<file path="src/rtl/rf_pkg.sv">
// rf_pkg: shared types and constants for the RF frame transmit scheduler.
// Frame formats, FSM states and default geometry.
package rf_pkg;

  typedef enum logic {
    FMT64 = 1'b0,
    FMT16 = 1'b1
  } rf_fmt_e;

  typedef enum logic [2:0] {
    ST_IDLE,
    ST_SEL,
    ST_CAPT,
    ST_SEND,
    ST_GAP
  } rf_state_e;

  localparam int F0_ROWS = 8;
  localparam int F1_ROWS = 4;
  localparam int ROW_W   = 10;

endpackage

</file>
<file path="src/rtl/rf_rr_arb2.sv">
// rf_rr_arb2: two-requester round-robin arbiter.
// The last-grant register only moves when the winner is actually granted.
module rf_rr_arb2
  import rf_pkg::*;
(
  input  logic    clk,
  input  logic    rst_n,
  input  logic    req64,
  input  logic    req16,
  input  logic    upd,
  input  rf_fmt_e upd_fmt,
  output logic    any_req,
  output rf_fmt_e win
);

  rf_fmt_e last_q, last_d;

  always_comb begin
    any_req = req64 | req16;
    win     = FMT64;
    unique case (1'b1)
      req64 && req16:
        win = (last_q == FMT64) ? FMT16 : FMT64;
      req16 && !req64:
        win = FMT16;
      default:
        win = FMT64;
    endcase
    last_d = upd ? upd_fmt : last_q;
  end

  always_ff @(posedge clk or negedge rst_n) begin
    if (!rst_n) begin
      last_q <= FMT64;
    end else begin
      last_q <= last_d;
    end
  end

endmodule

</file>
<file path="src/rtl/rf_frame_tx_sched.sv">
// rf_frame_tx_sched: arbitrates data/header frames, drives the scrambler, streams rows.
// Define RF_ERR_INJ_ONESHOT_EN for edge-armed, single-frame error injection.
module rf_frame_tx_sched
  import rf_pkg::*;
#(
  parameter int DATA_WIDTH = rf_pkg::ROW_W,
  parameter int DATA_DEPTH = rf_pkg::F0_ROWS,
  parameter int F1_ROWS    = rf_pkg::F1_ROWS,
  parameter int GAP_CYCLES = 2
) (
  input  logic                                 clk,
  input  logic                                 rst_n,
  input  logic                                 req64,
  input  logic                                 req16,
  output logic                                 gnt64,
  output logic                                 gnt16,
  output logic                                 enc_used,
  output logic                                 err_inj_enable,
  input  logic                                 err_inj_arm,
  input  logic [DATA_DEPTH-1:0][DATA_WIDTH-1:0] par_in,
  output logic [DATA_WIDTH-1:0]                row_data,
  output logic                                 row_valid,
  input  logic                                 row_ready,
  output logic                                 row_sof,
  output logic                                 row_eof,
  output logic                                 busy,
  output logic [15:0]                          frame_cnt
`ifdef RF_ERR_INJ_ONESHOT_EN
  ,
  output logic                                 err_inj_done
`endif
);

  localparam int IW = (DATA_DEPTH > 1) ? $clog2(DATA_DEPTH) : 1;
  localparam int GW = (GAP_CYCLES > 1) ? $clog2(GAP_CYCLES) : 1;
  localparam logic [IW-1:0] LAST0 = IW'(DATA_DEPTH - 1);
  localparam logic [IW-1:0] LAST1 = IW'(F1_ROWS - 1);
  localparam logic [GW-1:0] GAP_LAST = GW'(GAP_CYCLES - 1);

  typedef logic [DATA_DEPTH-1:0][DATA_WIDTH-1:0] frame_t;

  rf_state_e             state_q, state_d;
  rf_fmt_e               fmt_q, fmt_d, win;
  logic                  any_req, arm_take;
  logic [IW-1:0]         idx_q, idx_d, idx_nxt, last_idx;
  logic [GW-1:0]         gap_q, gap_d;
  frame_t                fbuf_q, fbuf_d;
  logic [DATA_WIDTH-1:0] row_data_q, row_data_d;
  logic                  row_valid_q, row_valid_d;
  logic                  sof_q, sof_d, eof_q, eof_d;
  logic                  gnt64_q, gnt64_d;
  logic                  gnt16_q, gnt16_d;
  logic                  enc_q, enc_d, err_q, err_d;
  logic                  busy_q, busy_d;
  logic [15:0]           frame_cnt_q, frame_cnt_d;

`ifdef RF_ERR_INJ_ONESHOT_EN
  logic arm_prev_q, armed_q, armed_d;
  logic done_q, done_d, arm_rise;
  assign arm_rise = err_inj_arm & ~arm_prev_q;
  assign arm_take = armed_q | arm_rise;
`else
  assign arm_take = err_inj_arm;
`endif

  rf_rr_arb2 u_arb (
    .clk     (clk),
    .rst_n   (rst_n),
    .req64   (req64),
    .req16   (req16),
    .upd     (gnt64_q | gnt16_q),
    .upd_fmt (fmt_q),
    .any_req (any_req),
    .win     (win)
  );

  always_comb begin
    state_d     = state_q;
    fmt_d       = fmt_q;
    idx_d       = idx_q;
    gap_d       = gap_q;
    fbuf_d      = fbuf_q;
    row_data_d  = row_data_q;
    row_valid_d = row_valid_q;
    sof_d       = sof_q;
    eof_d       = eof_q;
    gnt64_d     = 1'b0;
    gnt16_d     = 1'b0;
    enc_d       = enc_q;
    err_d       = err_q;
    frame_cnt_d = frame_cnt_q;
    idx_nxt     = idx_q + IW'(1);
    last_idx    = (fmt_q == FMT16) ? LAST1 : LAST0;
`ifdef RF_ERR_INJ_ONESHOT_EN
    armed_d     = arm_take;
    done_d      = 1'b0;
`endif
    unique case (state_q)
      ST_IDLE: begin
        enc_d = 1'b0;
        err_d = 1'b0;
        if (any_req) begin
          state_d = ST_SEL;
          fmt_d   = win;
          enc_d   = (win == FMT16);
          err_d   = arm_take;
`ifdef RF_ERR_INJ_ONESHOT_EN
          armed_d = 1'b0;
`endif
        end
      end
      ST_SEL: begin
        state_d = ST_CAPT;
        gnt64_d = (fmt_q == FMT64);
        gnt16_d = (fmt_q == FMT16);
`ifdef RF_ERR_INJ_ONESHOT_EN
        done_d  = err_q;
`endif
      end
      ST_CAPT: begin
        state_d     = ST_SEND;
        fbuf_d      = par_in;
        idx_d       = '0;
        row_data_d  = par_in[0];
        row_valid_d = 1'b1;
        sof_d       = 1'b1;
        eof_d       = (last_idx == '0);
        err_d       = 1'b0;
      end
      ST_SEND: begin
        if (row_ready) begin
          if (idx_q == last_idx) begin
            row_valid_d = 1'b0;
            row_data_d  = '0;
            sof_d       = 1'b0;
            eof_d       = 1'b0;
            gap_d       = '0;
            frame_cnt_d = frame_cnt_q + 16'd1;
            if (GAP_CYCLES == 0) begin
              state_d = ST_IDLE;
              enc_d   = 1'b0;
            end else begin
              state_d = ST_GAP;
            end
          end else begin
            idx_d      = idx_nxt;
            row_data_d = fbuf_q[idx_nxt];
            sof_d      = 1'b0;
            eof_d      = (idx_nxt == last_idx);
          end
        end
      end
      ST_GAP: begin
        if (gap_q == GAP_LAST) begin
          state_d = ST_IDLE;
          enc_d   = 1'b0;
        end else begin
          gap_d = gap_q + GW'(1);
        end
      end
      default: state_d = ST_IDLE;
    endcase
    busy_d = (state_d != ST_IDLE);
  end

  always_ff @(posedge clk or negedge rst_n) begin
    if (!rst_n) begin
      state_q     <= ST_IDLE;
      fmt_q       <= FMT64;
      idx_q       <= '0;
      gap_q       <= '0;
      fbuf_q      <= '0;
      row_data_q  <= '0;
      row_valid_q <= 1'b0;
      sof_q       <= 1'b0;
      eof_q       <= 1'b0;
      gnt64_q     <= 1'b0;
      gnt16_q     <= 1'b0;
      enc_q       <= 1'b0;
      err_q       <= 1'b0;
      busy_q      <= 1'b0;
      frame_cnt_q <= '0;
`ifdef RF_ERR_INJ_ONESHOT_EN
      arm_prev_q  <= 1'b0;
      armed_q     <= 1'b0;
      done_q      <= 1'b0;
`endif
    end else begin
      state_q     <= state_d;
      fmt_q       <= fmt_d;
      idx_q       <= idx_d;
      gap_q       <= gap_d;
      fbuf_q      <= fbuf_d;
      row_data_q  <= row_data_d;
      row_valid_q <= row_valid_d;
      sof_q       <= sof_d;
      eof_q       <= eof_d;
      gnt64_q     <= gnt64_d;
      gnt16_q     <= gnt16_d;
      enc_q       <= enc_d;
      err_q       <= err_d;
      busy_q      <= busy_d;
      frame_cnt_q <= frame_cnt_d;
`ifdef RF_ERR_INJ_ONESHOT_EN
      arm_prev_q  <= err_inj_arm;
      armed_q     <= armed_d;
      done_q      <= done_d;
`endif
    end
  end

  assign gnt64          = gnt64_q;
  assign gnt16          = gnt16_q;
  assign enc_used       = enc_q;
  assign err_inj_enable = err_q;
  assign row_data       = row_data_q;
  assign row_valid      = row_valid_q;
  assign row_sof        = sof_q;
  assign row_eof        = eof_q;
  assign busy           = busy_q;
  assign frame_cnt      = frame_cnt_q;
`ifdef RF_ERR_INJ_ONESHOT_EN
  assign err_inj_done   = done_q;
`endif

endmodule

</file>
<file path="config.mk">
export PLATFORM = sky130hd
export DESIGN_NAME = rf_frame_tx_sched
export DESIGN_NICKNAME = d
export VERILOG_FILES = /design/src/rtl/rf_pkg.sv /design/src/rtl/rf_rr_arb2.sv /design/src/rtl/rf_frame_tx_sched.sv
export SDC_FILE = /design/constraint.sdc
export NUM_CORES = 1
export LEC_CHECK = 0
export ABC_AREA = 1
export BUFFER_PORTS_ARGS = -buffer_cell sky130_fd_sc_hd__buf_2
export CAP_MARGIN = 20
export CORE_MARGIN = 5
export CORE_UTILIZATION = 55
export DETAILED_ROUTE_END_ITERATION = 7
export GPL_ROUTABILITY_DRIVEN = 0
export GPL_TIMING_DRIVEN = 0
export PLACE_DENSITY = 0.8
export SYNTH_ARGS = -nofsm -noshare
export SYNTH_HDL_FRONTEND = slang
export SYNTH_SLANG_ARGS = --single-unit
</file>
<file path="constraint.sdc">
create_clock -name clk -period 2.2 [get_ports clk]
set_input_delay 0.22 -clock clk [delete_from_list [all_inputs] [get_ports clk]]
set_output_delay 0.22 -clock clk [all_outputs]
set_load 0.005 [all_outputs]
</file>
==> flow_metrics.py <==
metrics = {
    "worst_setup_path": {
        "crit_path_start_kind": "register",
        "rr_startpoint": "idx_q[0]",
        "endpoint": "row_data[0]",
        "cp-end-kind": "register",
        "required_ns": 2.60,
        "critical_path.startpoint": "idx_q[0]",
        "crit_type": "reg -> reg",
        "reg2reg_slack_ns": 0.21,
        "worstRegToRegCells": 5,
        "crit_fanout": 10,
        "r2r-end": "row_data[0]",
        "cp_data_arrival_time_ns": 2.39,
    },
    "die": {
        "fp.dieW_um": 113,
        "dieArea_um2": 12900,
        "io_pins": 120,
        "rows": 37,
        "core_um2": 10400,
        "die_y_um": 113,
        "initial_core_util_pct": 56.7,
    },
    "yosys": {
        "synthesis.nets": 839,
        "ys_seq_area_share_pct": 52.4,
        "synth_cells": 750,
        "synth.distinct_cells": 27,
        "yosysWarnings": 0,
        "syn_area_um2": 5880,
        "synth_seq_cells": 123,
        "syn_avg_cell_area_um2": 7.84,
    },
    "clock_network": {
        "clock_tree.buffer_depth": 2,
        "root_buffer": "clkbuf_8",
        "cts_made_buffers": 17,
        "path_clk_slew_ns": 0.06,
        "htree_num_levels": 4,
        "numClockSinks": 123,
        "cts_tree": "built",
        "insertion_delay_ns": 0.53,
        "post_cts_buffers": 0,
    },
    "power_and_ir_drop": {
        "intPower_w": 0.00643,
        "power_switching_share_pct": 41.1,
        "p_leak_nw": 4.11,
        "p_sw_w": 0.00450,
        "p_comb_share_pct": 42.4,
        "p_per_area_nw_per_um2": 1350,
        "pwr-share-seq_pct": 33.1,
        "power_frac_clock_pct": 24.4,
        "ir_drop_v": 0.000862,
    },
    "global_routing": {
        "grtUsageMet3_pct": 7.32,
        "grt_use_met1_pct": 37.9,
        "grt_pass1_vias": 6124,
        "grt_pass1_wl_um": 29700,
        "overflow": 0,
        "grt_start_max_net_pins": 82,
        "antenna_found_initial": 0,
        "grt_util_all_layers_pct": 29.2,
        "met2_usage_pct": 46.4,
        "busiest_layer": "met2",
    },
    "timing": {
        "slew_violations": 0,
        "min_period_ns": 1.99,
        "period_share_pct": 90.3,
        "fin_skew_ns": 0.00839,
        "finalSetupTns_ns": 0,
        "clock.fmax_mhz": 504,
        "fin_ws_ns": 0.214,
        "worst_pin_slew_ns": 0.733,
        "hold_violations": 0,
        "setup_viol": 0,
        "slew_headroom_pct": 51.0,
        "grt_setup_unrepaired": "no",
        "timing.hold.ws_ns": 0.0242,
    },
    "cells_and_area": {
        "finish.utilization_pct": 77.8,
        "final_area_um2": 8070,
        "nNetsFinal": 1059,
        "drive_above_1_share_pct": 19.1,
        "area_growth_pct": 37.3,
        "diodes": 0,
    },
    "min_path": {
        "hold_class": "in -> reg",
    },
    "drt": {
        "routed_via_density": 5.38,
        "ant_nets": 0,
        "drc": 0,
        "post_drt_wl_per_cell_um": 16.1,
        "drtPass1Iterations": 5,
        "wirelength_um": 18000,
        "drt-initial-drc-count": 549,
        "dr_total_vias": 6023,
    },
    "place": {
        "preCtsSetupSlack_ns": -0.389,
        "hpwl_um": 11200,
        "dpl_cell_area_um2": 6680,
        "portBuffers": 119,
    },
    "flow_run": {
        "cap_violations": 0,
    },
    "outcome": {
        "outcome": "finished clean",
    },
}
-- power groups by stage --
stage	combinational, W	sequential [W]	clock [W]
2_1_floorplan	0.00295	0.00355	0
3_3_place_gp	0.00416	0.00359	0
3_5_place_dp	0.00427	0.00362	0
4_1_cts	0.00451	0.00359	0.00267
5_1_grt	0.00517	0.00370	0.00280
6_report	0.00464	0.00362	0.00267
-- metrics by stage --
step           power (W)  std cells
2_1_floorplan    0.00650        750
3_3_place_gp     0.00775       1005
3_5_place_dp     0.00789       1006
4_1_cts           0.0108       1120
5_1_grt           0.0117       1119
6_report          0.0109       1119
-- final cells by class --
| cell class | count | area, um^2 |
|---|---|---|
| flip-flops and latches | 123 | 3080 |
| fillers | 720 | 2300 |
| multi-input cells | 492 | 2250 |
| repair buffers | 202 | 1450 |
| clock buffers | 18 | 418 |
| inverters | 100 | 380 |
| plain buffers | 34 | 178 |
| well taps | 136 | 170 |
| clock inverters | 14 | 145 |
-- per-layer routing --
metal  share of wire [%]  vias up  routed length [um]
li1                    -     2794                   -
met1                  40     2842                7270
met2                  47      329                8460
met3                 9.2       58                1660
met4                 3.6        0                 645
met5                   0        -                   0
-- sequential cells by signal (all words and copies together) (netlist names), 3 cells and up --
signal and flops:
idx_q 3, frame_cnt 16, row_data 10, state_q 3, fbuf_q 80
-- synth_stat cells --
library cell,instances,area (um^2)
nor2_2,3,18.8
nand2_2,2,12.5
nor3_1,4,20.0
a21oi_1,20,100
dfrtp_1,123,3080
nand4_1,5,31.3
xnor2_1,3,26.3
clkbuf_1,12,45.0
buf_2,16,80.1
inv_4,1,6.26
and2_1,1,6.26
nor2_1,39,146
nand3_1,77,385
or2_2,2,12.5
inv_2,2,7.51
xor2_1,9,78.8
buf_6,2,22.5
buf_4,2,15.0
nand2_1,234,878
nor3_4,1,16.3
buf_1,3,11.3
o21ai_0,87,435
clkinv_1,1,3.75
inv_1,96,360
ha_1,3,37.5
nand4_4,1,21.3
nor2_8,1,20.0
-- worst max-delay path, stage by stage, from the launching register on --
cell and delay, ns:
dfrtp_1 0.43, ha_1 0.30, xor2_1 0.63, nand3_1 0.27
nand3_1 0.16, a21oi_1 0.08
-- how the worst min path moves through the flow --
| stage | to | slack, ns | from | depth (start not counted) |
|---|---|---|---|---|
| finish | enc_used | 0.02 | req16 | 3 |
| global route | fmt_q | 0.04 | req16 | 3 |
| CTS | fmt_q | 0.006 | req16 | 3 |
| detailed placement | fbuf_q[27] | 0.16 | rst_n | 1 |
| global placement | err_inj_enable | 0.42 | err_inj_arm | 3 |
| floorplan | busy | -0.08 | rst_n | 0 |
-- cells by family after synthesis --
| group | count (synthesis) | synth area share, % |
|---|---|---|
| xor+xnor | 12 | 1.79 |
| simple gates | 370 | 26.7 |
| fa+ha+maj | 3 | 0.639 |
| flops | 123 | 52.4 |
| buf+inv | 135 | 9.39 |
| compound gates | 107 | 9.11 |
-- placed cells by master, fill, tap and decap left out, types with 3 or more instances in the layout --
cell type and count:
nand2_1 234, buf_2 134, dfrtp_1 123, inv_1 95, o21ai_0 87, dlygate4sd3_1 82
nand3_1 77, nor2_1 39, a21oi_1 20, clkbuf_16 16, clkbuf_1 12, xor2_1 9
nand4_1 5, buf_4 4, nor3_1 4, clkinvlp_4 4, clkinv_2 4, inv_2 3
xnor2_1 3, buf_6 3, nor2_2 3, ha_1 3, inv_6 3
-- repair_timing --
item | CTS | global route
hold buffers | 82 | 0
endpoints found under the setup margin | 11 | 10
endpoints found under the hold margin | 124 | 0
resized for setup | 8 | 1
(Power assumes the default switching activity.)
